## config.mk

```make
export PLATFORM = sky130hd
export DESIGN_NAME = regfile_seq
export DESIGN_NICKNAME = d
export VERILOG_FILES = /design/src/rtl/regfile_seq_pkg.sv /design/src/rtl/regfile_seq_store.sv /design/src/rtl/regfile_seq.sv
export SDC_FILE = /design/constraint.sdc
export NUM_CORES = 1
export LEC_CHECK = 0
export CAP_MARGIN = 20
export CORE_ASPECT_RATIO = 0.6
export CORE_MARGIN = 4
export CORE_UTILIZATION = 65
export CTS_CLUSTER_DIAMETER = 200
export DETAILED_ROUTE_END_ITERATION = 8
export PLACE_DENSITY = 0.95
export SYNTH_ARGS = -nofsm -noshare
export SYNTH_HDL_FRONTEND = slang
export SYNTH_SLANG_ARGS = --single-unit
export TNS_END_PERCENT = 1
```

## constraint.sdc

```tcl
create_clock -name clk -period 7.58 [get_ports clk]
set_input_delay 1.516 -clock clk [delete_from_list [all_inputs] [get_ports clk]]
set_output_delay 1.516 -clock clk [all_outputs]
set_load 0.05 [all_outputs]
```

## src/rtl/regfile_seq_pkg.sv

```systemverilog
// regfile_seq_pkg: opcodes, state encoding, microword fields and HALT fill word for regfile_seq
package regfile_seq_pkg;
  localparam logic [3:0] OP_NOP  = 4'h0;
  localparam logic [3:0] OP_EXEC = 4'h1;
  localparam logic [3:0] OP_JMP  = 4'h2;
  localparam logic [3:0] OP_JZ   = 4'h3;
  localparam logic [3:0] OP_LDC  = 4'h4;
  localparam logic [3:0] OP_DJNZ = 4'h5;
  localparam logic [3:0] OP_HALT = 4'hF;
  localparam logic [1:0] S_IDLE = 2'd0;
  localparam logic [1:0] S_RUN  = 2'd1;
  localparam logic [1:0] S_DONE = 2'd2;
  localparam int OP_LSB = 8;
  localparam int FA_LSB = 4;
  localparam int FB_LSB = 0;
  localparam logic [11:0] HALT_WORD = 12'hF00;
endpackage

```

## src/rtl/regfile_seq_store.sv

```systemverilog
// regfile_seq_store: 16-word program store, reset-filled with HALT, one write port, async read at raddr
module regfile_seq_store
  import regfile_seq_pkg::*;
#(
  parameter int PW = 12
) (
  input  logic          clk,
  input  logic          grst,
  input  logic          we,
  input  logic [3:0]    waddr,
  input  logic [PW-1:0] wdata,
  input  logic [3:0]    raddr,
  output logic [PW-1:0] rdata
);
  logic [PW-1:0] mem [16];
  always_ff @(posedge clk or negedge grst)
    if (!grst) for (int i = 0; i < 16; i++) mem[i] <= PW'(HALT_WORD);
    else if (we) mem[waddr] <= wdata;
  assign rdata = mem[raddr];
endmodule

```

## src/rtl/regfile_seq.sv

```systemverilog
// regfile_seq: microcode sequencer issuing one instr/imm pair per cycle with jumps, zero branches and a counted loop
module regfile_seq
  import regfile_seq_pkg::*;
#(
  parameter logic [3:0] IDLE_INSTR = 4'h0,
  parameter int         PW         = 12
) (
  input  logic          clk,
  input  logic          grst,
  input  logic          start,
  input  logic          abort,
  input  logic          prog_we,
  input  logic [3:0]    prog_addr,
  input  logic [PW-1:0] prog_data,
  input  logic [3:0]    bus_in,
  output logic [3:0]    instr,
  output logic [3:0]    imm,
  output logic          busy,
  output logic          done,
  output logic [3:0]    pc
);
  logic [1:0] state;
  logic [3:0] cnt, cnt_dec, op, fa, fb, pc_nx;
  logic zflag, run, exec;
  logic [PW-1:0] word;
  regfile_seq_store #(.PW(PW)) u_store (
    .clk   (clk),
    .grst  (grst),
    .we    (prog_we && state == S_IDLE),
    .waddr (prog_addr),
    .wdata (prog_data),
    .raddr (pc),
    .rdata (word)
  );
  always_comb begin
    op      = word[OP_LSB +: 4];
    fa      = word[FA_LSB +: 4];
    fb      = word[FB_LSB +: 4];
    run     = state == S_RUN;
    exec    = run && op == OP_EXEC;
    cnt_dec = cnt - 4'd1;
    pc_nx   = (op == OP_JMP || (op == OP_JZ && zflag) || (op == OP_DJNZ && cnt_dec != 4'd0)) ? fb :
              op == OP_HALT ? pc : pc + 4'd1;
    instr   = exec ? fa : IDLE_INSTR;
    imm     = exec ? fb : 4'd0;
    busy    = run;
    done    = state == S_DONE;
  end
  always_ff @(posedge clk or negedge grst)
    if (!grst) begin
      state <= S_IDLE;
      pc    <= 4'd0;
      cnt   <= 4'd0;
      zflag <= 1'b0;
    end else if (state == S_IDLE) begin
      if (start) begin
        state <= S_RUN;
        pc    <= 4'd0;
      end
    end else if (state == S_DONE) state <= S_IDLE;
    else if (abort) state <= S_IDLE;
    else begin
      state <= op == OP_HALT ? S_DONE : S_RUN;
      pc    <= pc_nx;
      if (op == OP_LDC) cnt <= fb;
      else if (op == OP_DJNZ) cnt <= cnt_dec;
      if (exec) zflag <= bus_in == 4'd0;
    end
endmodule

```

==> impl_metrics.py, run 1 <==
metrics = {
    "floorplan": {
        "placementRows": 34,
        "start_util_pct": 66.7,
        "die_h_um": 103,
        "die_w_um": 166,
        "core_mm2": 0.0145,
        "num_io_pins": 39,
        "die_area_mm2": 0.0170,
    },
    "critical_path": {
        "cpMostUsedCell": "mux2i_1",
        "cp_max_fo": 25,
        "arrival_ns": 4.61,
        "crit_chain": "buf_4, mux4_1, mux2i_1, mux2i_1, nor2_2, nand4_2, nor2b_1, clkdlybuf4s50_1",
        "crit_type": "reg2out",
        "start_kind": "flop",
        "worstPathRequired_ns": 6.06,
        "slowest_delay_ns": 0.87,
        "cpMaxStageDelayCell": "dfrtp_2",
        "cp-end-kind": "output pin",
    },
    "sta": {
        "setup_viol": 0,
        "slew_violations": 0,
        "max_slew_margin_pct": 25.2,
        "setup_tns_ns": 0,
        "skew_ns": 0.0146,
        "final.period_utilization_pct": 80.9,
        "rsz0062_at_grt": "no",
        "max_clock_freq_mhz": 163,
        "tightest_slew_ns": 1.12,
        "finalHoldViolCount": 0,
        "min_period_ns": 6.13,
    },
    "flow_run": {
        "cap_violations": 0,
    },
    "synthesis": {
        "syn_inst": 631,
        "yosysTopAreaCellShare_pct": 35.8,
        "yosysSeqAreaShare_pct": 53.1,
        "syn-cell-area_mm2": 0.00971,
        "synth-seq-cells": 203,
        "postSynthAreaPerCell_um2": 15.4,
        "netlist_top_cells_area": "dfrtp_1, dfstp_2, mux2_2",
        "yosys.area.top_type": "dfrtp_1",
        "synth.distinct_cells": 55,
        "synth_flop_cell": "dfrtp_1",
        "async_flop_share_pct": 100,
        "synth_edf_count": 0,
        "syn_nets": 659,
        "yosysWarnings": 0,
    },
    "cells_and_area": {
        "utilization_pct": 74.4,
        "antenna_cells": 0,
        "fillerInstances": 865,
        "nets": 682,
        "final_layout_size_suffix_gt1_share_pct": 39.3,
        "area.growth.synth_to_final_pct": 11.4,
    },
    "clock_network": {
        "cts_resized": 0,
        "cts-root-buf": "clkbuf_16",
        "cts_tree": "yes",
        "postCtsHoldBufs": 0,
        "cts_setup_buffers": 0,
        "cts_max_path_buffers": 3,
        "clock-sinks": 203,
        "cts_htree_levels": 1,
        "numCtsBuffers": 19,
        "insertion_delay_ns": 0.49,
        "path_clk_slew_ns": 0.07,
    },
    "grt": {
        "antenna_found_initial": 0,
        "grt_max_degree": 134,
        "grt_overflow_total": 0,
        "grt_pass1_vias": 6145,
        "grtUsageTotal_pct": 26.5,
        "grt_pass1_wl_um": 34700,
    },
    "route": {
        "wl_met1_um": 9130,
        "dr_total_vias": 5698,
        "via_per_inst": 6.59,
        "antenna_left": 0,
        "highest_layer": "met4",
        "first_pass_iters": 5,
        "met3WireLength_um": 1420,
        "wl_met2_um": 10600,
        "routedWlPerCell_um": 25.0,
        "drt_iter0_markers": 429,
        "postRouteWirelength_um": 21700,
        "drc_errors": 0,
    },
    "power": {
        "p_leak_nw": 4.59,
        "powerDensity_mw_per_mm2": 351,
        "irDropWorstVdd_mv": 0.214,
    },
    "placement": {
        "gp_congestion": 0.898,
        "hpwlAfterDp_um": 14000,
        "portBuffers": 38,
    },
    "worst_hold_path": {
        "min_path_type": "reg2reg",
    },
    "status": {
        "outcome": "finished, final reports clean",
    },
}
worst max-delay path: cells and delay by family (launching register included):
| kind | cells | cell delay [ns] |
|---|---|---|
| flip-flops | 1 | 0.87 |
| buffers and inverters | 2 | 1.29 |
| multiplexers | 3 | 0.96 |
| AND/OR/NAND/NOR | 3 | 0.98 |
registers in the layout, indices dropped and copies added, names as in the netlist:
name and cells:
cnt 4, pc 4, zflag 1, u_store.mem 192, state 2
kinds of logic after synthesis:
group / Yosys count / share of synthesized area (%)
compound gates: 25 / 1.80
simple gates: 94 / 5.04
flops: 203 / 53.1
buf+inv: 51 / 3.00
mux: 255 / 36.6
fa+ha+maj: 3 / 0.387
final timing paths:
path / from / endpoint / slack, ns / depth (start not counted)
setup / recovery: pc[0]$_DFFE_PN0P_ / instr[1] / 1.45 / 8
setup reg to reg: pc[0]$_DFFE_PN0P_ / zflag$_DFFE_PN0P_ / 3.89 / 8
min in group asynchronous: grst / u_store.mem[174]$_DFFE_PN0P_ / 1.20 / 1
hold / removal: u_store.mem[135]$_DFFE_PN0P_ / u_store.mem[135]$_DFFE_PN0P_ / 0.48 / 1
hold reg to reg: u_store.mem[135]$_DFFE_PN0P_ / u_store.mem[135]$_DFFE_PN0P_ / 0.48 / 1
max in group asynchronous: grst / u_store.mem[1]$_DFFE_PN0P_ / 4.91 / 2
cells in the mapped netlist (all sizes together) (2+ instances only):
master / n
nor3b: 2
mux2i: 5
nor2b: 13
nand4b: 2
mux4: 55
clkbuf: 25
nand3: 10
buf: 21
inv: 4
dfstp: 64
nand3b: 2
a21oi: 3
nand2: 23
nand4: 4
nor2: 23
nor4: 2
nor3: 4
nand2b: 4
mux2: 195
ha: 3
dfrtp: 139
and4: 3
o211ai: 2
o21ai: 6
per-stage QoR:
stage	total power, mW	hold slack [ns]	cells	area (um2)	worst slack (ns)
5_1_grt	3.98	0.504	865	10800	1.24
2_1_floorplan	2.50	0.449	631	9710	3.15
4_1_cts	3.81	0.488	865	10800	1.46
3_5_place_dp	2.81	0.472	831	10200	2.01
6_report	3.80	0.485	865	10800	1.45
3_3_place_gp	2.71	0.459	831	10200	2.08
routing by layer:
| layer | vias to the layer above | track usage, % |
|---|---|---|
| li1 | 2416 | - |
| met1 | 3032 | 35.8 |
| met5 | - | 0 |
| met2 | 209 | 45.4 |
| met3 | 41 | 5.56 |
| met4 | 0 | 6.72 |
cell usage in the layout (no fill, tap or decap), drive strengths merged, types with 3 or more instances in the layout:
cell,n
nor3,4
mux4,55
nand4,4
clkdlybuf4s50,37
nor2b,13
clkbuf,24
inv,5
mux2i,5
bufinv,3
buf,11
nand2b,4
mux2,195
clkinv,6
nor2,23
ha,3
nand2,23
dfrtp,139
and4,3
o21ai,6
a21oi,3
nand3,10
dfstp,64
area by class of cell:
type                            instances  area, um2  share of cell area, %
Timing Repair Buffer                   49        467                   4.31
Sequential cell                       203       5160                   47.7
Clock inverter                         11        133                   1.23
Clock buffer                           23        520                   4.81
Multi-Input combinational cell        377       4270                   39.5
Tap cell                              198        248                   2.29
Inverter                                4       15.0                  0.139
where the power goes:
group / switching [mW] / internal [mW] / total, mW
sequential: 0.229 / 1.43 / 1.66
clock: 0.404 / 0.592 / 0.997
combinational: 0.534 / 0.606 / 1.14
(Power assumes the default switching activity.)
==> inputs of run 2 (changes only) <==
--- a/config.mk
+++ b/config.mk
@@ -8,10 +8,10 @@
 export CAP_MARGIN = 20
 export CORE_ASPECT_RATIO = 0.6
 export CORE_MARGIN = 4
-export CORE_UTILIZATION = 65
+export CORE_UTILIZATION = 61
 export CTS_CLUSTER_DIAMETER = 200
 export DETAILED_ROUTE_END_ITERATION = 8
-export PLACE_DENSITY = 0.95
+export PLACE_DENSITY = 0.92
 export SYNTH_ARGS = -nofsm -noshare
 export SYNTH_HDL_FRONTEND = slang
 export SYNTH_SLANG_ARGS = --single-unit
==> constraint.sdc (replaced) <==
create_clock -name clk -period 6.33 [get_ports clk]
set_input_delay 1.266 -clock clk [delete_from_list [all_inputs] [get_ports clk]]
set_output_delay 1.266 -clock clk [all_outputs]
set_load 0.05 [all_outputs]
==> impl_metrics.py, run 2 (synthesized netlist as in run 1, its figures left out) <==
metrics = {
    "sta": {
        "max_slew_margin_pct": 26.7,
        "slew_violations": 0,
        "final.period_utilization_pct": 89.7,
        "rsz0062_at_grt": "no",
        "tightest_slew_ns": 1.10,
        "skew_ns": 0.0160,
        "max_clock_freq_mhz": 176,
        "finalHoldViolCount": 0,
        "setup_viol": 0,
        "min_period_ns": 5.68,
        "setup_tns_ns": 0,
    },
    "cells_and_area": {
        "nets": 683,
        "largest_reg_flops": 192,
        "top_register": "u_store.mem",
        "stdcell_count": 871,
        "area.growth.synth_to_final_pct": 11.6,
        "final_cell_mix": "dfrtp_1, mux2_2, mux2_1, dfstp_2, clkdlybuf4s50_1",
        "final_layout_size_suffix_gt1_share_pct": 39.1,
        "final_common_cell": "dfrtp_1",
        "largestRegisters": "u_store.mem (192), cnt (4), pc (4)",
        "antenna_cells": 0,
    },
    "critical_path": {
        "crit_type": "reg2out",
        "r2r_end": "zflag$_DFFE_PN0P_",
        "worstPathRequired_ns": 5.06,
        "rr_worst_depth": 7,
        "cp-end-kind": "output pin",
        "cp_max_fo": 21,
        "rrSetupSlack_ns": 2.86,
        "crit_path_end": "imm[0]",
        "r2r_start": "pc[0]$_DFFE_PN0P_",
        "arrival_ns": 4.41,
        "start_kind": "flop",
        "critical_path.startpoint": "pc[0]$_DFFE_PN0P_",
    },
    "clock_network": {
        "cts_htree_levels": 1,
        "cts_setup_buffers": 0,
        "postCtsHoldBufs": 0,
        "cts_resized": 0,
        "numCtsBuffers": 19,
        "path_clk_slew_ns": 0.07,
        "cts_max_path_buffers": 3,
        "cts-root-buf": "clkbuf_16",
        "clock-sinks": 203,
        "insertion_delay_ns": 0.50,
        "cts_tree": "yes",
    },
    "floorplan": {
        "placementRows": 35,
        "start_util_pct": 62.8,
        "core_mm2": 0.0155,
        "die_w_um": 171,
        "die_area_mm2": 0.0181,
        "num_io_pins": 39,
        "die_h_um": 106,
    },
    "placement": {
        "placed_cells": 836,
        "hpwlAfterDp_um": 13900,
        "portBuffers": 38,
        "gp_congestion": 0.890,
    },
    "status": {
        "outcome": "finished, final reports clean",
    },
    "route": {
        "drc_errors": 0,
        "routedWlPerCell_um": 25.7,
        "dr_total_vias": 5742,
        "postRouteWirelength_um": 22400,
        "first_pass_iters": 5,
        "via_per_inst": 6.59,
        "antenna_left": 0,
        "drt_iter0_markers": 522,
    },
    "worst_hold_path": {
        "hp-start": "u_store.mem[136]$_DFFE_PN0P_",
        "min_path_type": "reg2reg",
    },
    "power": {
        "p_leak_nw": 4.60,
        "powerDensity_mw_per_mm2": 422,
        "irDropWorstVdd_mv": 0.282,
    },
    "grt": {
        "antenna_found_initial": 1,
        "grt_busiest_layer": "met2",
        "use_met3_pct": 6.26,
        "use_met1_pct": 37.1,
        "grt_use_met2_pct": 40.2,
        "grtUsageTotal_pct": 25.7,
        "grt_overflow_total": 0,
        "grt_max_degree": 84,
        "grt_pass1_wl_um": 35800,
        "grt_pass1_vias": 6225,
    },
    "flow_run": {
        "cap_violations": 0,
    },
}
==> run 2: changes by cell type in the layout (fill, tap and decap cells not counted) <==
cell | previous run | this run
clkinvlp_4 | 1 | 0
clkinv_1 | 3 | 0
clkinv_2 | 3 | 2
clkbuf_8 | 4 | 3
nor2_1 | 20 | 19
nor2_2 | 3 | 4
clkbuf_1 | 1 | 7
buf_16 | 0 | 1
==> run 2: worst min path at each step <==
stage / end / slack, ns / cells after the start
final: u_store.mem[136]$_DFFE_PN0P_ / 0.48 / 1
after global routing: u_store.mem[136]$_DFFE_PN0P_ / 0.49 / 1
after CTS: u_store.mem[136]$_DFFE_PN0P_ / 0.48 / 1
after detailed placement: u_store.mem[136]$_DFFE_PN0P_ / 0.47 / 1
after global placement: u_store.mem[65]$_DFFE_PN0P_ / 0.46 / 1
after floorplan: u_store.mem[63]$_DFFE_PN0P_ / 0.45 / 1
==> run 2: critical path, cell delays in order, from the launching register on <==
cell and delay [ns]:
dfrtp_2 0.81, buf_4 0.44, mux4_2 0.56, nand3_1 0.11, and4_1 0.28, nand4_2 0.52, nor2_1 0.34, clkdlybuf4s50_1 0.84
==> run 2: layout make-up <==
| class | count | area, um2 |
|---|---|---|
| Multi-Input combinational cell | 377 | 4280 |
| Clock buffer | 28 | 529 |
| Timing Repair Buffer | 50 | 494 |
| Sequential cell | 203 | 5160 |
| Fill cell | 979 | 4620 |
| Tap cell | 203 | 254 |
| Clock inverter | 6 | 109 |
| Inverter | 4 | 15.0 |
==> run 2: routing by layer <==
| layer | part of all wire [%] | vias to the layer above |
|---|---|---|
| met4 | 2.7 | 0 |
| met1 | 43 | 3018 |
| li1 | - | 2428 |
| met3 | 7.7 | 64 |
| met2 | 46 | 232 |
| met5 | 0 | - |
==> run 2: per-stage QoR <==
| step | setup WS [ns] | utilization [%] | power (mW) | hold slack (ns) | area [um2] |
|---|---|---|---|---|---|
| 2_1_floorplan | 2.15 | - | 2.99 | 0.449 | 9710 |
| 3_3_place_gp | 1.34 | 65.8 | 3.26 | 0.459 | 10200 |
| 3_5_place_dp | 1.20 | 65.8 | 3.36 | 0.468 | 10200 |
| 4_1_cts | 0.654 | 69.9 | 4.56 | 0.483 | 10800 |
| 5_1_grt | 0.486 | 70.1 | 4.77 | 0.491 | 10800 |
| 6_report | 0.653 | 70.1 | 4.57 | 0.477 | 10800 |
==> run 2: where the power goes <==
part,switching [mW],total [mW],leakage [nW],internal [mW]
Sequential,0.279,1.99,2.43,1.71
Combinational,0.652,1.38,1.85,0.728
Clock,0.491,1.20,0.312,0.705
Total,1.42,4.57,4.60,3.15
